===== src/rtl/aes_job_sequencer.sv =====
// Job-level controller for the AES memory datapath: holds one active copy/encrypt job plus one
// pending job, launches the read and write engines together and reports completion.
module aes_job_sequencer #(
  parameter int unsigned CYCLE_CNT_W = 32,
  parameter int unsigned JOB_CNT_W   = 32,
  parameter int unsigned CL_ADDR_W   = 42
) (
  input  logic                   clk_i,
  input  logic                   rst_ni,
  // Job submission from CSR decode
  input  logic                   job_start_i,
  input  logic [CL_ADDR_W-1:0]   job_src_cl_addr_i,
  input  logic [CL_ADDR_W-1:0]   job_dst_cl_addr_i,
  input  logic [63:0]            job_length_i,
  output logic                   job_accept_o,
  output logic                   job_done_o,
  output logic                   busy_o,
  output logic                   overflow_o,
  input  logic                   overflow_clr_i,
  output logic [JOB_CNT_W-1:0]   jobs_completed_o,
  output logic [CYCLE_CNT_W-1:0] last_job_cycles_o,
  // Read engine
  output logic                   rd_run_o,
  output logic [CL_ADDR_W-1:0]   rd_first_cl_addr_o,
  output logic [63:0]            rd_data_length_o,
  input  logic                   rd_done_i,
  // Write engine
  output logic                   wr_run_o,
  output logic [CL_ADDR_W-1:0]   wr_first_cl_addr_o,
  output logic [63:0]            wr_data_length_o,
  input  logic                   wr_done_i
);

  typedef enum logic [1:0] {StIdle, StLaunch, StRun, StComplete} state_e;

  state_e                 state_q, state_d;
  logic [CL_ADDR_W-1:0]   act_src_q, act_src_d, act_dst_q, act_dst_d;
  logic [63:0]            act_len_q, act_len_d;
  logic                   pend_valid_q, pend_valid_d;
  logic [CL_ADDR_W-1:0]   pend_src_q, pend_src_d, pend_dst_q, pend_dst_d;
  logic [63:0]            pend_len_q, pend_len_d;
  logic                   rd_fin_q, rd_fin_d, wr_fin_q, wr_fin_d;
  logic                   guard_q;
  logic                   overflow_q, overflow_d;
  logic [CYCLE_CNT_W-1:0] cyc_q, cyc_d;
  logic [CYCLE_CNT_W-1:0] last_cyc_q, last_cyc_d;
  logic [JOB_CNT_W-1:0]   jobs_q, jobs_d;
  logic                   take;
  logic                   run_pulse;

  // Next-state, job queueing and per-job bookkeeping
  always_comb begin
    state_d      = state_q;
    act_src_d    = act_src_q;
    act_dst_d    = act_dst_q;
    act_len_d    = act_len_q;
    pend_valid_d = pend_valid_q;
    pend_src_d   = pend_src_q;
    pend_dst_d   = pend_dst_q;
    pend_len_d   = pend_len_q;
    rd_fin_d     = rd_fin_q;
    wr_fin_d     = wr_fin_q;
    cyc_d        = cyc_q;
    last_cyc_d   = last_cyc_q;
    jobs_d       = jobs_q;
    run_pulse    = 1'b0;
    job_done_o   = 1'b0;

    // COMPLETE with a pending job pops and pushes in the same cycle
    job_accept_o = (state_q == StIdle) || !pend_valid_q || (state_q == StComplete);
    take         = job_start_i && job_accept_o;
    overflow_d   = (job_start_i && !job_accept_o) || (overflow_q && !overflow_clr_i);

    unique case (state_q)
      StIdle: begin
        if (job_start_i) begin
          act_src_d = job_src_cl_addr_i;
          act_dst_d = job_dst_cl_addr_i;
          act_len_d = job_length_i;
          state_d   = StLaunch;
        end
      end
      StLaunch: begin
        rd_fin_d  = 1'b0;
        wr_fin_d  = 1'b0;
        run_pulse = (act_len_q != 64'd0);
        state_d   = run_pulse ? StRun : StComplete;
      end
      StRun: begin
        // Engine done levels are stale until the run pulse has registered in the engines
        if (!guard_q) begin
          rd_fin_d = rd_fin_q || rd_done_i;
          wr_fin_d = wr_fin_q || wr_done_i;
          if ((rd_fin_q || rd_done_i) && (wr_fin_q || wr_done_i)) state_d = StComplete;
        end
      end
      StComplete: begin
        job_done_o = 1'b1;
        jobs_d     = jobs_q + JOB_CNT_W'(1);
        last_cyc_d = cyc_q;
        if (pend_valid_q) begin
          act_src_d    = pend_src_q;
          act_dst_d    = pend_dst_q;
          act_len_d    = pend_len_q;
          pend_valid_d = 1'b0;
          state_d      = StLaunch;
        end else if (take) begin
          // Empty slot: a job arriving now launches directly instead of parking in pending
          act_src_d = job_src_cl_addr_i;
          act_dst_d = job_dst_cl_addr_i;
          act_len_d = job_length_i;
          state_d   = StLaunch;
        end else begin
          state_d = StIdle;
        end
      end
      default: state_d = StIdle;
    endcase

    if (take && (state_q != StIdle) && !((state_q == StComplete) && !pend_valid_q)) begin
      pend_valid_d = 1'b1;
      pend_src_d   = job_src_cl_addr_i;
      pend_dst_d   = job_dst_cl_addr_i;
      pend_len_d   = job_length_i;
    end

    if (state_d == StLaunch) begin
      cyc_d = '0;
    end else if (((state_q == StLaunch) || (state_q == StRun)) && (cyc_q != '1)) begin
      cyc_d = cyc_q + CYCLE_CNT_W'(1);
    end
  end

  // State and datapath registers
  always_ff @(posedge clk_i or negedge rst_ni) begin
    if (!rst_ni) begin
      state_q      <= StIdle;
      act_src_q    <= '0;
      act_dst_q    <= '0;
      act_len_q    <= '0;
      pend_valid_q <= 1'b0;
      pend_src_q   <= '0;
      pend_dst_q   <= '0;
      pend_len_q   <= '0;
      rd_fin_q     <= 1'b0;
      wr_fin_q     <= 1'b0;
      guard_q      <= 1'b0;
      overflow_q   <= 1'b0;
      cyc_q        <= '0;
      last_cyc_q   <= '0;
      jobs_q       <= '0;
    end else begin
      state_q      <= state_d;
      act_src_q    <= act_src_d;
      act_dst_q    <= act_dst_d;
      act_len_q    <= act_len_d;
      pend_valid_q <= pend_valid_d;
      pend_src_q   <= pend_src_d;
      pend_dst_q   <= pend_dst_d;
      pend_len_q   <= pend_len_d;
      rd_fin_q     <= rd_fin_d;
      wr_fin_q     <= wr_fin_d;
      guard_q      <= (state_q == StLaunch);
      overflow_q   <= overflow_d;
      cyc_q        <= cyc_d;
      last_cyc_q   <= last_cyc_d;
      jobs_q       <= jobs_d;
    end
  end

  // Engine-facing and status outputs
  always_comb begin
    rd_run_o           = run_pulse;
    wr_run_o           = run_pulse;
    rd_first_cl_addr_o = act_src_q;
    wr_first_cl_addr_o = act_dst_q;
    rd_data_length_o   = act_len_q;
    wr_data_length_o   = act_len_q;
    busy_o             = (state_q != StIdle) || pend_valid_q;
    overflow_o         = overflow_q;
    jobs_completed_o   = jobs_q;
    last_job_cycles_o  = last_cyc_q;
  end

endmodule


===== config.mk =====
export PLATFORM = sky130hd
export DESIGN_NAME = aes_job_sequencer
export DESIGN_NICKNAME = d
export VERILOG_FILES = /design/src/rtl/aes_job_sequencer.sv
export SDC_FILE = /design/constraint.sdc
export NUM_CORES = 1
export LEC_CHECK = 0
export CAP_MARGIN = 5
export CELL_PAD_IN_SITES_DETAIL_PLACEMENT = 0
export CELL_PAD_IN_SITES_GLOBAL_PLACEMENT = 1
export CORE_MARGIN = 5
export CORE_UTILIZATION = 42
export DETAILED_ROUTE_END_ITERATION = 10
export PLACE_DENSITY_LB_ADDON = 0.1
export SYNTH_ARGS = -nofsm -noshare
export SYNTH_HDL_FRONTEND = slang
export SYNTH_SLANG_ARGS = --single-unit

===== constraint.sdc =====
create_clock -name clk_i -period 5.96 [get_ports clk_i]
set_input_delay 0.894 -clock clk_i [delete_from_list [all_inputs] [get_ports clk_i]]
set_output_delay 0.894 -clock clk_i [all_outputs]
set_load 0.01 [all_outputs]

# After elaboration in Yosys (flattened, before gate mapping)
# Index checks and enable logic that the tools add are counted.
[word_totals]
inputBits = 154
latch_bits = 0
ram_bits = 0
romBits = 0
regBits = 399
mem_count = 0
[op_classes]
n_eq_ne = 8
multipliers = 0
n_reduce_logical = 28
n_bitwise = 0
mux = 29
order_cmp = 0
add_sub_neg = 2
n_div = 0
n_shift = 0
[op_table]
columns = ["op", "count"]
rows = [
  ["2-to-1 mux 42 bit", 6],
  ["2-to-1 mux 64 bit", 3],
  ["case mux 42 bit (2 select lines)", 2],
  ["case mux 64 bit (2 select lines)", 1],
  ["adder 32 x 1 -> 32 bit, second input constant", 2],
  ["2-to-1 mux 32 bit", 2],
  ["nonzero test 64 bit", 1],
  ["!= test 32 bit, second input constant", 1],
  ["nonzero test 2 bit", 5],
  ["2-to-1 mux 1 bit", 9],
  ["logical AND 1 bit", 8],
  ["case mux 2 bit (4 select lines)", 1],
  ["logical OR 1 bit", 7],
  ["2-to-1 mux 2 bit", 3],
  ["equality test 2 x 1 -> 1 bit, second input constant", 2],
  ["equality test 2 bit, second input constant", 2],
  ["zero test 1 bit", 4],
  ["!= test 2 bit, second input constant", 2],
  ["case mux 1 bit (2 select lines)", 2],
  ["!= test 3 bit, second input constant", 1],
  ["AND reduction 3 bit", 1],
  ["zero test 2 bit", 1],
  ["AND reduction 2 bit", 1],
]

# Logic depth before layout (Yosys ltp)
[logic_depth]
ltp_word = 9
depth_mapped = 9
ltp_nobuf = 7

# Worst setup path after synthesis
# OpenSTA, ideal clock, no wires.
[synth_path]
path_type = "register to output"
from = "register act_len_q[32] (netlist: rd_data_length_o[32])"
to = "output port wr_run_o"
path_stages_with_launch = 6
path_buffers = 1
arrival_time_ns = 1.518
setup_slack_ns = 3.548
t_required_ns = 5.066
path_cell_list = "dfrtp_1 -> nor4_1 -> nand4_1 -> nor4_1 -> nor2b_1 -> buf_4"
[synth_between]
elab_chain_len = 2
[synth_rtl]
columns = ["element", "line_no", "text"]
rows = [
  ["start, declared", "38", "logic [63:0] act_len_q, act_len_d;"],
  ["start signal, assigned", "156", "act_len_q <= act_len_d;"],
  ["nonzero test 64 bit", "86", "run_pulse = (act_len_q != 64'd0);"],
  ["2-to-1 mux 1 bit", "74", "unique case (state_q)"],
  ["end, declared", "28", "output logic wr_run_o,"],
]
# Every way passes these cells.

# Worst setup path in the final report
[layout_path]
from = "register act_len_q[56] (netlist: rd_data_length_o[56])"
to = "output port rd_run_o"
[layout_between]
elab_chain_len = 2
[layout_rtl]
columns = ["element", "line_no", "text"]
rows = [
  ["nonzero test 64 bit", "86", ""],
  ["2-to-1 mux 1 bit", "74", ""],
  ["end, declared", "23", "output logic rd_run_o,"],
]
# Every way passes these cells.

==> impl_metrics.json <==
{
  "setup-violations-final": 0,
  "peakVddDrop_mv": 0.4466,
  "synth_top_family_by_area": "multiplexers",
  "portBuffers": 435,
  "rr_endpoint": "pend_len_q[17]$_DFFE_PN0P_",
  "yosys.area_share.simple": 0.08985,
  "critPathMaxFanout": 4,
  "holdCritPathClass": "primary input to async pin",
  "synth_area_per_cell_um2": 11.95,
  "yosys.area.top_type": "dfrtp_1",
  "p_total_mw": 12.18,
  "period_share": 0.7330,
  "synth-adder-area-share": 0.004282,
  "rsz0062_at_grt": "false",
  "nets": 1975,
  "place_hpwl_mm": 33.56,
  "worst_pin_slew_ns": 1.404,
  "tns_ns": 0,
  "die_x_um": 214.3,
  "reg2reg_depth": 5,
  "rr_startpoint": "state_q[0]$_DFF_PN0_",
  "drt_wl_total_mm": 47.88,
  "ant_nets": 0,
  "synth_warnings": 0,
  "antenna_found_initial": 10,
  "drive_above_1_share": 0.1481,
  "start_kind": "register",
  "cts_buffers": 44,
  "grt_overflow": 0,
  "cts_buffer_depth": 3,
  "synth_compound_area_frac": 0.06801,
  "ys_seq_elements": 399,
  "p_per_area_mw_per_mm2": 525.1,
  "place_congestion": 0.7923,
  "outcome": "finished clean",
  "cts_htree_levels": 2,
  "clock_latency_ns": 0.55,
  "required_ns": 5.07,
  "track_usage": 0.2038,
  "syn_to_final_growth_pct": 32.28,
  "cp.arrival_ns": 3.47,
  "critPathCaptureType": "primary output",
  "synth.top_cells.by_count": "399 x dfrtp_1, 183 x nand2_1, 181 x mux2_2, 160 x o21ai_0, 148 x mux2i_1",
  "hold_viol": 0,
  "fmax_mhz": 228.9,
  "post-route-drc-count": 0,
  "ff2ff_setup_slack_ns": 2.29,
  "grt_max_degree": 297,
  "relSlewSlack": 0.06409,
  "cts_resized": 0,
  "synth_most_common_cell": "dfrtp_1",
  "synth.area.top_cells": "dfrtp_1 57%, mux2_2 12%, mux2i_1 8.4%",
  "cap_violations": 0,
  "synthXorXnorAreaFrac": 0.01998,
  "drt_iter0_markers": 556,
  "ys_types": 54,
  "grt_pass1_vias": 12140,
  "synth_ff_type": "dfrtp_1",
  "total_leakage_power_nw": 10.58,
  "drt-pass1-iter-count": 5,
  "synth_edf_count": 0,
  "wl_per_cell_um": 20.13,
  "ios": 436,
  "clock-sinks": 399,
  "postCtsHoldBufs": 0,
  "netlist_area_mm2": 0.01753,
  "via_count": 12260,
  "initial_core_util": 0.4265,
  "crit_type": "register to primary output",
  "synth_top_area_share": 0.5695,
  "synthMuxAreaShare": 0.2007,
  "die_area_mm2": 0.04593,
  "grt_pass1_wl_mm": 74.38,
  "rows": 74,
  "root_buffer": "clkbuf_16",
  "cts_setup_buffers": 0,
  "yosysSeqAreaShare": 0.5695,
  "die_y_um": 214.3,
  "syn_inst": 1467,
  "clkSlewWorstSetupHoldPaths_ns": 0.06,
  "vias_per_cell": 5.153,
  "syn-num-nets": 1627,
  "cts_tree": "built",
  "synthArstFlopShare": 1.000,
  "core-area_mm2": 0.04111,
  "drv_slew": 0,
  "finClkSkew_ns": 0.01477,
  "min_period_ns": 4.369,
  "fill_cells": 3553
}
[worst max-delay path by stage]
stage | startpoint | endpoint | slack, ns | depth (start not counted)
after floorplan | rd_data_length_o[32]$_DFFE_PN0P_ | wr_run_o | 3.55 | 5
after global placement | rd_data_length_o[56]$_DFFE_PN0P_ | wr_run_o | 2.12 | 5
after detailed placement | rd_data_length_o[56]$_DFFE_PN0P_ | rd_run_o | 2.09 | 5
after CTS | rd_data_length_o[56]$_DFFE_PN0P_ | rd_run_o | 1.48 | 5
after global routing | rd_data_length_o[46]$_DFFE_PN0P_ | rd_run_o | 1.44 | 5
final | rd_data_length_o[56]$_DFFE_PN0P_ | rd_run_o | 1.59 | 5
[layout make-up]
type	instances	area [um^2]	area share
Multi-Input combinational cell	918	6744	0.2908
Clock buffer	64	1237	0.05335
Inverter	7	26.28	0.001133
Clock inverter	10	56.30	0.002428
Tap cell	532	665.6	0.02870
Antenna cell	3	7.507	0.0003237
Timing Repair Buffer	445	4472	0.1928
Sequential cell	399	9985	0.4305
[where the power goes]
part	switching (mW)	internal (mW)	leakage, nW	total (mW)
Clock	1.06	1.43	0.642	2.49
Combinational	2.44	2.67	4.95	5.11
Sequential	0.743	3.83	4.98	4.57
[worst max-delay path: stages, from the launching register on]
cell and delay (ns):
dfrtp_1 0.45, nor4_1 0.57, nand4_1 0.22, nor4_1 0.92, nor2b_1 0.22, clkdlybuf4s50_1 0.55
[cells by family (layout without fill, tap and decap cells)]
kind of cell | Yosys count | count (layout)
other | 0 | 3
muxes | 329 | 329
xor gates and xnor gates | 40 | 40
DFF | 399 | 399
and+or+nand+nor | 330 | 330
buffers and inverters | 150 | 526
adders and majority gates | 6 | 6
AOI/OAI and AO/OA | 213 | 213
[sequential cells by signal, summed over array words and instances, names as in the netlist, 2 cells and up]
signal,cells
pend_len_q,64
rd_data_length_o,64
pend_dst_q,42
pend_src_q,42
rd_first_cl_addr_o,42
wr_first_cl_addr_o,42
cyc_q,32
jobs_completed_o,32
last_job_cycles_o,32
state_q,2
[per-layer routing]
metal  vias to the layer above  GRT usage  routed length (um)
met5                         -          0                  68
met2                       328     0.3281               22820
met3                        80    0.06932                3564
met4                        14    0.05798                1160
li1                       5812          -                   -
met1                      6021     0.2643               20260
[per-stage QoR]
stage | utilization | worst slack [ns] | hold WS, ns | cells | cell area [um^2]
2_1_floorplan | - | 3.548 | 0.4738 | 1467 | 17530
3_3_place_gp | 0.5325 | 2.120 | 0.4608 | 2301 | 21890
3_5_place_dp | 0.5325 | 2.090 | 0.4688 | 2301 | 21890
4_1_cts | 0.5640 | 1.485 | 0.3265 | 2375 | 23190
5_1_grt | 0.5642 | 1.439 | 0.3463 | 2378 | 23190
6_report | 0.5642 | 1.591 | 0.2965 | 2378 | 23190
[cell usage in the layout, fill, tap and decap left out, types with 4 or more instances in the layout]
cell             count
or3_1               14
nand2b_1             6
nand3_1             17
and4_1               7
nor2b_1              4
ha_1                 5
inv_1                7
xor2_1              16
clkbuf_16           45
or4_1                4
o21ai_0            160
xnor2_1             24
buf_4                7
a21oi_2              4
mux2i_1            148
clkbuf_8             4
nor2_1              27
nor4_1              22
clkbuf_1            15
nand2_1            182
mux2_2             181
clkdlybuf4s50_1    434
a21oi_1             16
nand4_1             20
dfrtp_1            399
o21ai_1              7
clkinv_2             9
o31ai_1              4
and3_1              10
(Power assumes the default switching activity.)
